## src/rtl/instr_fetch_queue.sv

```systemverilog
// Instruction fetch unit: single-outstanding memory requests feeding a 2-entry {instr, pc} queue.
// Optional FETCH_MISALIGN_CHK_EN flags redirect targets whose low two bits are non-zero.
module instr_fetch_queue #(
    parameter logic [31:0] RESET_PC = 32'h0000_0000
) (
    input  logic        clk,
    input  logic        rst_n,
    output logic        imem_req,
    output logic [31:0] imem_addr,
    input  logic        imem_ready,
    input  logic        imem_rvalid,
    input  logic [31:0] imem_rdata,
    input  logic        redirect,
    input  logic [31:0] redirect_pc,
    output logic        instr_valid,
    input  logic        instr_ready,
    output logic [31:0] instr,
    output logic [31:0] instr_pc,
    output logic        misalign_err
);

    typedef enum logic [1:0] {
        FETCH   = 2'd0,
        WAIT    = 2'd1,
        DISCARD = 2'd2
    } state_t;

    state_t      state;
    logic [31:0] pc;
    logic [31:0] req_pc;
    logic [1:0]  count;
    logic [31:0] e0_instr, e0_pc;
    logic [31:0] e1_instr, e1_pc;

    logic        accept;
    logic        push;
    logic        pop;
    logic [31:0] target;

    assign target = redirect_pc & ~32'd3;

    // A request is only issued when the queue can absorb its response.
    assign imem_req    = rst_n && (state == FETCH) && (count != 2'd2) && !redirect;
    assign imem_addr   = pc;
    assign accept      = imem_req && imem_ready;
    assign push        = (state == WAIT) && imem_rvalid && !redirect;
    assign instr_valid = (count != 2'd0);
    assign pop         = instr_valid && instr_ready && !redirect;
    assign instr       = e0_instr;
    assign instr_pc    = e0_pc;

    always_ff @(posedge clk or negedge rst_n) begin
        if (!rst_n) begin
            state  <= FETCH;
            pc     <= RESET_PC;
            req_pc <= '0;
        end else begin
            case (state)
                FETCH:   if (accept) state <= WAIT;
                WAIT: begin
                    if (imem_rvalid)   state <= FETCH;
                    else if (redirect) state <= DISCARD;
                end
                DISCARD: if (imem_rvalid) state <= FETCH;
                default: state <= FETCH;
            endcase

            if (redirect) begin
                pc <= target;
            end else if (accept) begin
                pc     <= pc + 32'd4;
                req_pc <= pc;
            end
        end
    end

    always_ff @(posedge clk or negedge rst_n) begin
        if (!rst_n) begin
            count    <= '0;
            e0_instr <= '0;
            e0_pc    <= '0;
            e1_instr <= '0;
            e1_pc    <= '0;
        end else if (redirect) begin
            count <= '0;
        end else begin
            case ({push, pop})
                2'b11: begin
                    // Simultaneous push/pop: shift and refill so occupancy is unchanged.
                    if (count == 2'd2) begin
                        e0_instr <= e1_instr;
                        e0_pc    <= e1_pc;
                        e1_instr <= imem_rdata;
                        e1_pc    <= req_pc;
                    end else begin
                        e0_instr <= imem_rdata;
                        e0_pc    <= req_pc;
                    end
                end
                2'b10: begin
                    if (count == 2'd0) begin
                        e0_instr <= imem_rdata;
                        e0_pc    <= req_pc;
                    end else begin
                        e1_instr <= imem_rdata;
                        e1_pc    <= req_pc;
                    end
                    count <= count + 2'd1;
                end
                2'b01: begin
                    e0_instr <= e1_instr;
                    e0_pc    <= e1_pc;
                    count    <= count - 2'd1;
                end
                default: ;
            endcase
        end
    end

`ifdef FETCH_MISALIGN_CHK_EN
    always_ff @(posedge clk or negedge rst_n) begin
        if (!rst_n) misalign_err <= 1'b0;
        else        misalign_err <= redirect && (redirect_pc[1:0] != 2'b00);
    end
`else
    assign misalign_err = 1'b0;
`endif

endmodule

```

## config.mk

```make
export PLATFORM = sky130hd
export DESIGN_NAME = instr_fetch_queue
export DESIGN_NICKNAME = d
export VERILOG_FILES = /design/src/rtl/instr_fetch_queue.sv
export SDC_FILE = /design/constraint.sdc
export NUM_CORES = 1
export LEC_CHECK = 0
export CAP_MARGIN = 30
export CELL_PAD_IN_SITES_DETAIL_PLACEMENT = 0
export CELL_PAD_IN_SITES_GLOBAL_PLACEMENT = 1
export CORE_MARGIN = 5
export CORE_UTILIZATION = 41
export DETAILED_ROUTE_END_ITERATION = 10
export GPL_TIMING_DRIVEN = 0
export PLACE_DENSITY_LB_ADDON = 0.1
export SLEW_MARGIN = 20
export SYNTH_ARGS = -nofsm -noshare
export SYNTH_HDL_FRONTEND = slang
export SYNTH_SLANG_ARGS = --single-unit
```

## constraint.sdc

```tcl
create_clock -name clk -period 2.5 [get_ports clk]
set_input_delay 0.375 -clock clk [delete_from_list [all_inputs] [get_ports clk]]
set_output_delay 0.375 -clock clk [all_outputs]
set_load 0.01 [all_outputs]
```

==> impl_results.md, run 1 <==
* Area of the die at ~26000 µm²
* Nets@finish at between 1000 and 1500
* Area of the core at roughly 23000 µm²
* Peak VDD IR at between 0.0003 and 0.0004 V
* Share of post-route cells with drive strength above 1 at 0.164
* Count of different cell masters after synthesis at just over 50
* Antenna violations before repair at 0
* Average wire per cell in the routed design at between 20 and 25 µm
* Worst setup skew after layout at approximately 0.012 ns
* Number of cell instances on the worst register-to-register path at 7
* Worst Hold Class: primary input to async pin
* Setup-failing EPs final at 0
* Asr flop ratio synth at 1.00
* Kind of end point of the critical path: flop
* Global-route wire length before repair at 46.5 mm
* Number of violations reported at the end of detailed-routing iteration 0 at between 500 and 600
* Post-DP HPWL at 19.9 mm
* Setup TNS after final layout at 0 ns
* Post-route setup slack at about 0.10 ns
* Routed wire length at a little under 30 mm
* Total power consumption of the routed design at approximately 0.0089 W
* Netlist area before placement at roughly 9500 µm²
* Kind of launch point of the worst setup path: primary input
* Maximum buffer depth of the clock tree at 2
* Clock transition time at the flip-flop clock pins of the worst setup and hold paths at 0.07 ns
* Clock period minus final worst setup slack at 2.40 ns
* Final count of pins violating max slew at 0
* Vertical extent of the die at roughly 160 µm
* Initial Utilization at 0.416
* Pre-antenna DRT Iters at 6
* Warnings from Yosys at 0
* Vias after detailed routing at about 8300
* Max Cap Violations at 0
* Port Buf Inserts at 163
* Unrepaired setup endpoints after global routing: true
* Via count normalized by instance count at 5.84
* Pin count of the biggest net entering global routing at 42
* Slew at the pin closest to its max-slew limit at approximately 0.6 ns
* Run status: finished clean
* Power Density at 715 nW/µm²
* Library cell occupying the most area in the post-synthesis netlist: dfrtp_1
* Maximum cell stage delay along the critical path at 0.57 ns
* Crit Path Class: primary input to flop
* Startpoint of the most critical register-to-register path: count[0]
* Via count of the first global-routing pass at approximately 8200
* Root Driver: clkbuf_16
* Clk sink count at 189
* Synthesized instance count at 941
* Gr usage total at 0.220
* Cell type group with the largest total delay on the critical path: buffers and inverters
* Die Span X at 162 µm
* Area growth from synthesis to layout at 31.7%
* Non-Filler Cell Area, Final at approximately 12000 µm²
* Per-instance average area after synthesis at 10.0 µm²
* Area after detailed placement at around 12000 µm²
* Clock latency on the worst-skew pair at approximately 0.43 ns
* Clock tree from TritonCTS: done
* Number of fillers in the final layout at slightly above 2000
* Portion of the clock cycle consumed by the worst path in the final layout at 0.958
* CTS buffer count at 17
* Crit path buf inv count at 4
* Worst-path maximum fanout at 10
* Post-placement setup slack at -1.33 ns
* Worst EP arrival at 2.77 ns
* Cells along the critical path: clkdlybuf4s50_1, clkbuf_8, nor2_2, nand3_2, inv_1, ha_1, a211o_2, clkbuf_2, a311oi_1, a21o_1
* Depth of the CTS H-tree at 4
* Part of the Yosys area used for sequential elements at 0.500
* Gpl congestion at roughly 0.87
* Worst EP required at around 2.9 ns
* Flip-flop and latch count after synthesis at between 150 and 200
* Max-slew headroom at 0.607
* Area share of the largest cell type after synthesis at 0.500
* Static leakage at around 5.8 nW
* Max Freq at 0.417 GHz
* Largest cells by area after synthesis: dfrtp_1 50%, nand2_1 9.5%, mux2_2 7.5%
* Remaining number of nets flagged by the antenna check after routing at 0
* Number of flops mapped to enable cells by yosys at 0
* Slowest cell on the critical path: clkdlybuf4s50_1
* Worst flop-to-flop path endpoint: e1_instr[22]
* Num rows at 55
* Predominant post-synthesis flop cell: dfrtp_1
* Number of diodes at 0
* Number of design rule violations left after detail routing at 0
* Register-to-register setup slack at between 0.1 and 0.15 ns
* Overflow after GRT at 0
* Number of top-level pins at 169
* Endpoints failing hold at 0
-- cells by family (layout without fill, tap and decap cells) --
logic type / after synthesis / after routing / synth area share
xor gates and xnor gates: 4 / 4 / 0.00371
DFF: 189 / 189 / 0.500
buffers and inverters: 91 / 291 / 0.0450
muxes: 68 / 68 / 0.0803
other: 1 / 3 / 0.000397
and+or+nand+nor: 338 / 338 / 0.157
adders and majority gates: 5 / 5 / 0.00662
AOI/OAI and AO/OA: 245 / 245 / 0.207
-- placed cells by master (no fill, tap or decap), drive strengths merged, types with 12 or more instances in the layout --
cell type        n
a221oi          61
o21ai           19
nor2            20
a21o            61
dfrtp          189
a311oi          61
nand2          240
nand4           12
clkdlybuf4s50  162
buf             29
clkbuf          76
nand3           26
mux2            63
-- power by group --
| group | total [W] | switching, W | internal (W) |
|---|---|---|---|
| Sequential | 0.00407 | 0.000477 | 0.00359 |
| Combinational | 0.00209 | 0.000878 | 0.00121 |
| Clock | 0.00275 | 0.00124 | 0.00151 |
| Total | 0.00890 | 0.00259 | 0.00631 |
-- worst max-delay path by stage --
stage / from / to / slack [ns] / cells after the start
global placement: rst_n / e1_instr[3] / -7.31 / 1
floorplan: count[0] / instr[0] / 0.11 / 8
global route: redirect / instr_pc[9] / 0.005 / 10
CTS: count[0] / e1_pc[25] / -0.03 / 7
finish: redirect / instr[17] / 0.10 / 10
detailed placement: redirect / instr_pc[13] / -1.33 / 10
-- state kept, by name, summed over array words and instances, names as in the netlist --
name	cells
e1_instr	32
instr	32
instr_pc	31
e1_pc	30
imem_addr	30
req_pc	30
count	2
state	2
-- through the flow --
stage | util | hold slack (ns) | instances
floorplan | - | 0.0794 | 943
global placement | 0.504 | 0.459 | 1391
detailed placement | 0.507 | 0.292 | 1393
CTS | 0.543 | 0.0250 | 1426
global route | 0.548 | 0.0257 | 1428
finish | 0.548 | 0.0295 | 1428
-- layout make-up --
cell class	count	area, µm²	area share
Sequential cell	189	4730	0.380
Buffer	79	453	0.0364
Tap cell	285	357	0.0286
Multi-Input combinational cell	663	4440	0.356
Timing Repair Buffer	174	1870	0.150
Clock inverter	12	134	0.0108
Inverter	7	26.3	0.00211
Clock buffer	19	443	0.0356
-- worst reg2reg max path, delay by kind of cell, from the launching register on --
| kind | cells | cell delay (ns) |
|---|---|---|
| mux | 1 | 0.35 |
| simple gates | 3 | 0.61 |
| compound gates | 1 | 0.35 |
| fa+ha+maj | 1 | 0.22 |
| buf+inv | 1 | 0.29 |
| flops | 1 | 0.45 |
-- cell usage after synthesis, drive strengths merged (2+ instances only) --
| master | count |
|---|---|
| nand3 | 26 |
| o21ai | 19 |
| mux2 | 63 |
| a31oi | 3 |
| o211ai | 11 |
| a21o | 61 |
| ha | 5 |
| clkbuf | 62 |
| a22oi | 2 |
| buf | 22 |
| nor3 | 3 |
| a21oi | 7 |
| xor2 | 2 |
| nor4 | 3 |
| nor2 | 20 |
| dfrtp | 189 |
| a221o | 5 |
| nand2b | 6 |
| o311ai | 8 |
| a31o | 3 |
| or4 | 4 |
| mux2i | 5 |
| inv | 7 |
| a221oi | 61 |
| and2 | 7 |
| nand2 | 240 |
| a311oi | 61 |
| xnor2 | 2 |
| and3 | 10 |
| or3 | 2 |
| nand4 | 12 |
-- layer usage --
metal	global-route usage	up-vias	part of all wire
li1	-	3862	-
met1	0.325	4189	0.48
met2	0.350	270	0.46
met3	0.0350	25	0.051
met4	0.0369	0	0.0079
met5	0	-	0
-- timing repair --
action	in CTS	in global routing
buffers inserted	0	1
cloned	4	0
hold buffers	3	0
gates resized for setup	41	38
hold endpoints to repair	62	0
pin swaps	0	2
endpoints found under the setup margin	189	124
(Power assumes the default switching activity.)
==> run 2: changes to the inputs <==
Settings changed: CAP_MARGIN 30 to 15.
==> run 2 against run 1 <==
  * Setup slack got worse by 0.0047 ns
  * Critical endpoint unchanged
  * Die area stayed put
  * Sequential share of layout area hardly changed
  * Combinational power barely moved
  * Largest cell class unchanged
  * Critical path depth did not move
==> impl_results.md, run 2 (synthesis results as in run 1) <==
* Number of cell instances on the worst register-to-register path at 7 (unchanged)
* Number of violations reported at the end of detailed-routing iteration 0 at 552 (-0.90%)
* Overflow after GRT at 0 (unchanged)
* Remaining number of nets flagged by the antenna check after routing at 0 (unchanged)
* Most common cell after layout, fill and taps aside: nand2_1
* Pre-antenna DRT Iters at 5 (-1)
* Number of diodes at 0 (unchanged)
* CTS buffer count at 17 (unchanged)
* Run status: finished clean
* Startpoint of the most critical register-to-register path: count[0]
* Number of cells on the critical path at 10 (unchanged)
* Worst-path maximum fanout at 10 (unchanged)
* Antenna violations before repair at 0 (unchanged)
* Kind of launch point of the worst setup path: primary input
* Area of the core at 22700 µm² (unchanged)
* Kind of end point of the critical path: flop
* Gpl congestion at 0.871 (unchanged)
* Endpoints failing hold at 0 (unchanged)
* Nets@finish at 1205 (-0.083%)
* Portion of the clock cycle consumed by the worst path in the final layout at 0.960 (+0.00189)
* Peak VDD IR at 0.000372 V (-0.92%)
* Number of top-level pins at 169 (unchanged)
* Maximum cell stage delay along the critical path at 0.57 ns (about the same)
* Clock latency on the worst-skew pair at 0.43 ns (about the same)
* Setup-failing EPs final at 0 (unchanged)
* Number of fillers in the final layout at 2062 (+0.049%)
* Cells along the critical path: clkdlybuf4s50_1, clkbuf_8, nor2_2, nand3_2, inv_1, ha_1, a211o_2, clkbuf_2, a311oi_1, a21o_1
* Max Freq at 0.417 GHz (-0.20%)
* Vias after detailed routing at 8322 (-0.29%)
* Clock period minus final worst setup slack at 2.40 ns (+0.00472 ns)
* Num rows at 55 (unchanged)
* Area after detailed placement at 11500 µm² (unchanged)
* Vertical extent of the die at 162 µm (unchanged)
* Maximum buffer depth of the clock tree at 2 (unchanged)
* Area of the die at 26200 µm² (unchanged)
* Share of post-route cells with drive strength above 1 at 0.163 (-0.000732)
* Clock tree from TritonCTS: done
* Area growth from synthesis to layout at 31.6% (about the same)
* Cell type group with the largest total delay on the critical path: buffers and inverters
* Via count of the first global-routing pass at 8218 (unchanged)
* Depth of the CTS H-tree at 4 (unchanged)
* Die Span X at 162 µm (unchanged)
* Worst EP required at 2.87 ns (about the same)
* Commonest non-fill, non-tap cells in the layout: 240 x nand2_1, 188 x dfrtp_1, 162 x clkdlybuf4s50_1
* Routed wire length at 29.2 mm (-0.43%)
* Worst flop-to-flop path endpoint: e1_instr[22]
* Global-route wire length before repair at 46.5 mm (unchanged)
* Port Buf Inserts at 163 (unchanged)
* Crit path buf inv count at 4 (unchanged)
* Clk sink count at 189 (unchanged)
* Post-layout utilization of the core at 0.548 (about the same)
* Root Driver: clkbuf_16
* Final Hold Slack at 0.0327 ns (+0.00327 ns)
* Average wire per cell in the routed design at 20.5 µm (-0.36%)
* Number of design rule violations left after detail routing at 0 (unchanged)
* Worst Hold Class: primary input to async pin
* Max Cap Violations at 0 (unchanged)
* Initial Utilization at 0.416 (unchanged)
* Crit. Startpoint: redirect
* Worst EP arrival at 2.77 ns (about the same)
* Pin count of the biggest net entering global routing at 42 (unchanged)
* Static leakage at 5.83 nW (-0.10%)
* Slowest cell on the critical path: clkdlybuf4s50_1
* Crit Path Class: primary input to flop
* Worst setup skew after layout at 0.0116 ns (-0.000823 ns)
* Non-Filler Cell Area, Final at 12400 µm² (about the same)
* Via count normalized by instance count at 5.83 (-0.22%)
* Register-to-register setup slack at 0.12 ns (about the same)
* Post-DP HPWL at 19.9 mm (unchanged)
* Gr usage total at 0.220 (unchanged)
* Final count of pins violating max slew at 0 (unchanged)
* Power Density at 715 nW/µm² (about the same)
* Unrepaired setup endpoints after global routing: true
* Clock transition time at the flip-flop clock pins of the worst setup and hold paths at 0.07 ns (about the same)
* Slew at the pin closest to its max-slew limit at 0.997 ns (+0.409 ns)
* Max-slew headroom at 0.333 (-0.274)
* Critical path endpoint: instr[17]
-- run 2: changes by cell type in the layout (fill, tap and decap cells not counted) --
cell   before  now
buf_6       2    1
-- run 2: area by class of cell --
cell class	count	area, µm²	area share
Inverter	7	26.3	0.00211
Multi-Input combinational cell	663	4440	0.357
Tap cell	285	357	0.0287
Buffer	79	453	0.0364
Clock buffer	19	443	0.0356
Timing Repair Buffer	173	1860	0.150
Clock inverter	12	134	0.0108
Sequential cell	189	4730	0.380
-- run 2: where the power goes --
group	switching, W	internal (W)
clock network	0.00123	0.00151
logic	0.000876	0.00121
registers	0.000478	0.00359
-- run 2: what timing repair did --
action / in CTS / in global routing
pin swaps: 0 / 2
resized for setup: 41 / 38
hold buffers: 3 / 0
hold endpoints to repair: 62 / 0
endpoints found under the setup margin: 189 / 124
gates cloned: 4 / 0
buffers inserted: 0 / 1
-- run 2: how the worst min path moves through the flow --
stage                       from            to  cells past startpoint
floorplan                  rst_n      count[0]                      0
global placement    instr_pc[21]  instr_pc[21]                      1
detailed placement         rst_n   instr_pc[8]                      1
CTS                        rst_n     e1_pc[30]                      2
global route               rst_n     e1_pc[30]                      2
finish                     rst_n   e1_instr[7]                      2
-- run 2: per-stage QoR --
step | power, W | cells | setup TNS, ns | setup WS, ns
final | 0.00890 | 1427 | 0 | 0.0995
after CTS | 0.00896 | 1426 | -0.938 | -0.0317
after detailed placement | 0.00617 | 1393 | -185.90 | -1.33
after global routing | 0.00931 | 1427 | 0 | 0.00488
after global placement | 0.00612 | 1391 | -1944.22 | -7.31
after floorplan | 0.00485 | 943 | 0 | 0.111
-- run 2: metal layers --
layer  vias up  routed length (µm)  GRT usage
li1       3855                   -          -
met1      4199               14000      0.325
met2       251               13700      0.350
met3        17                1380     0.0350
met4         0                 216     0.0369
met5         -                   0          0
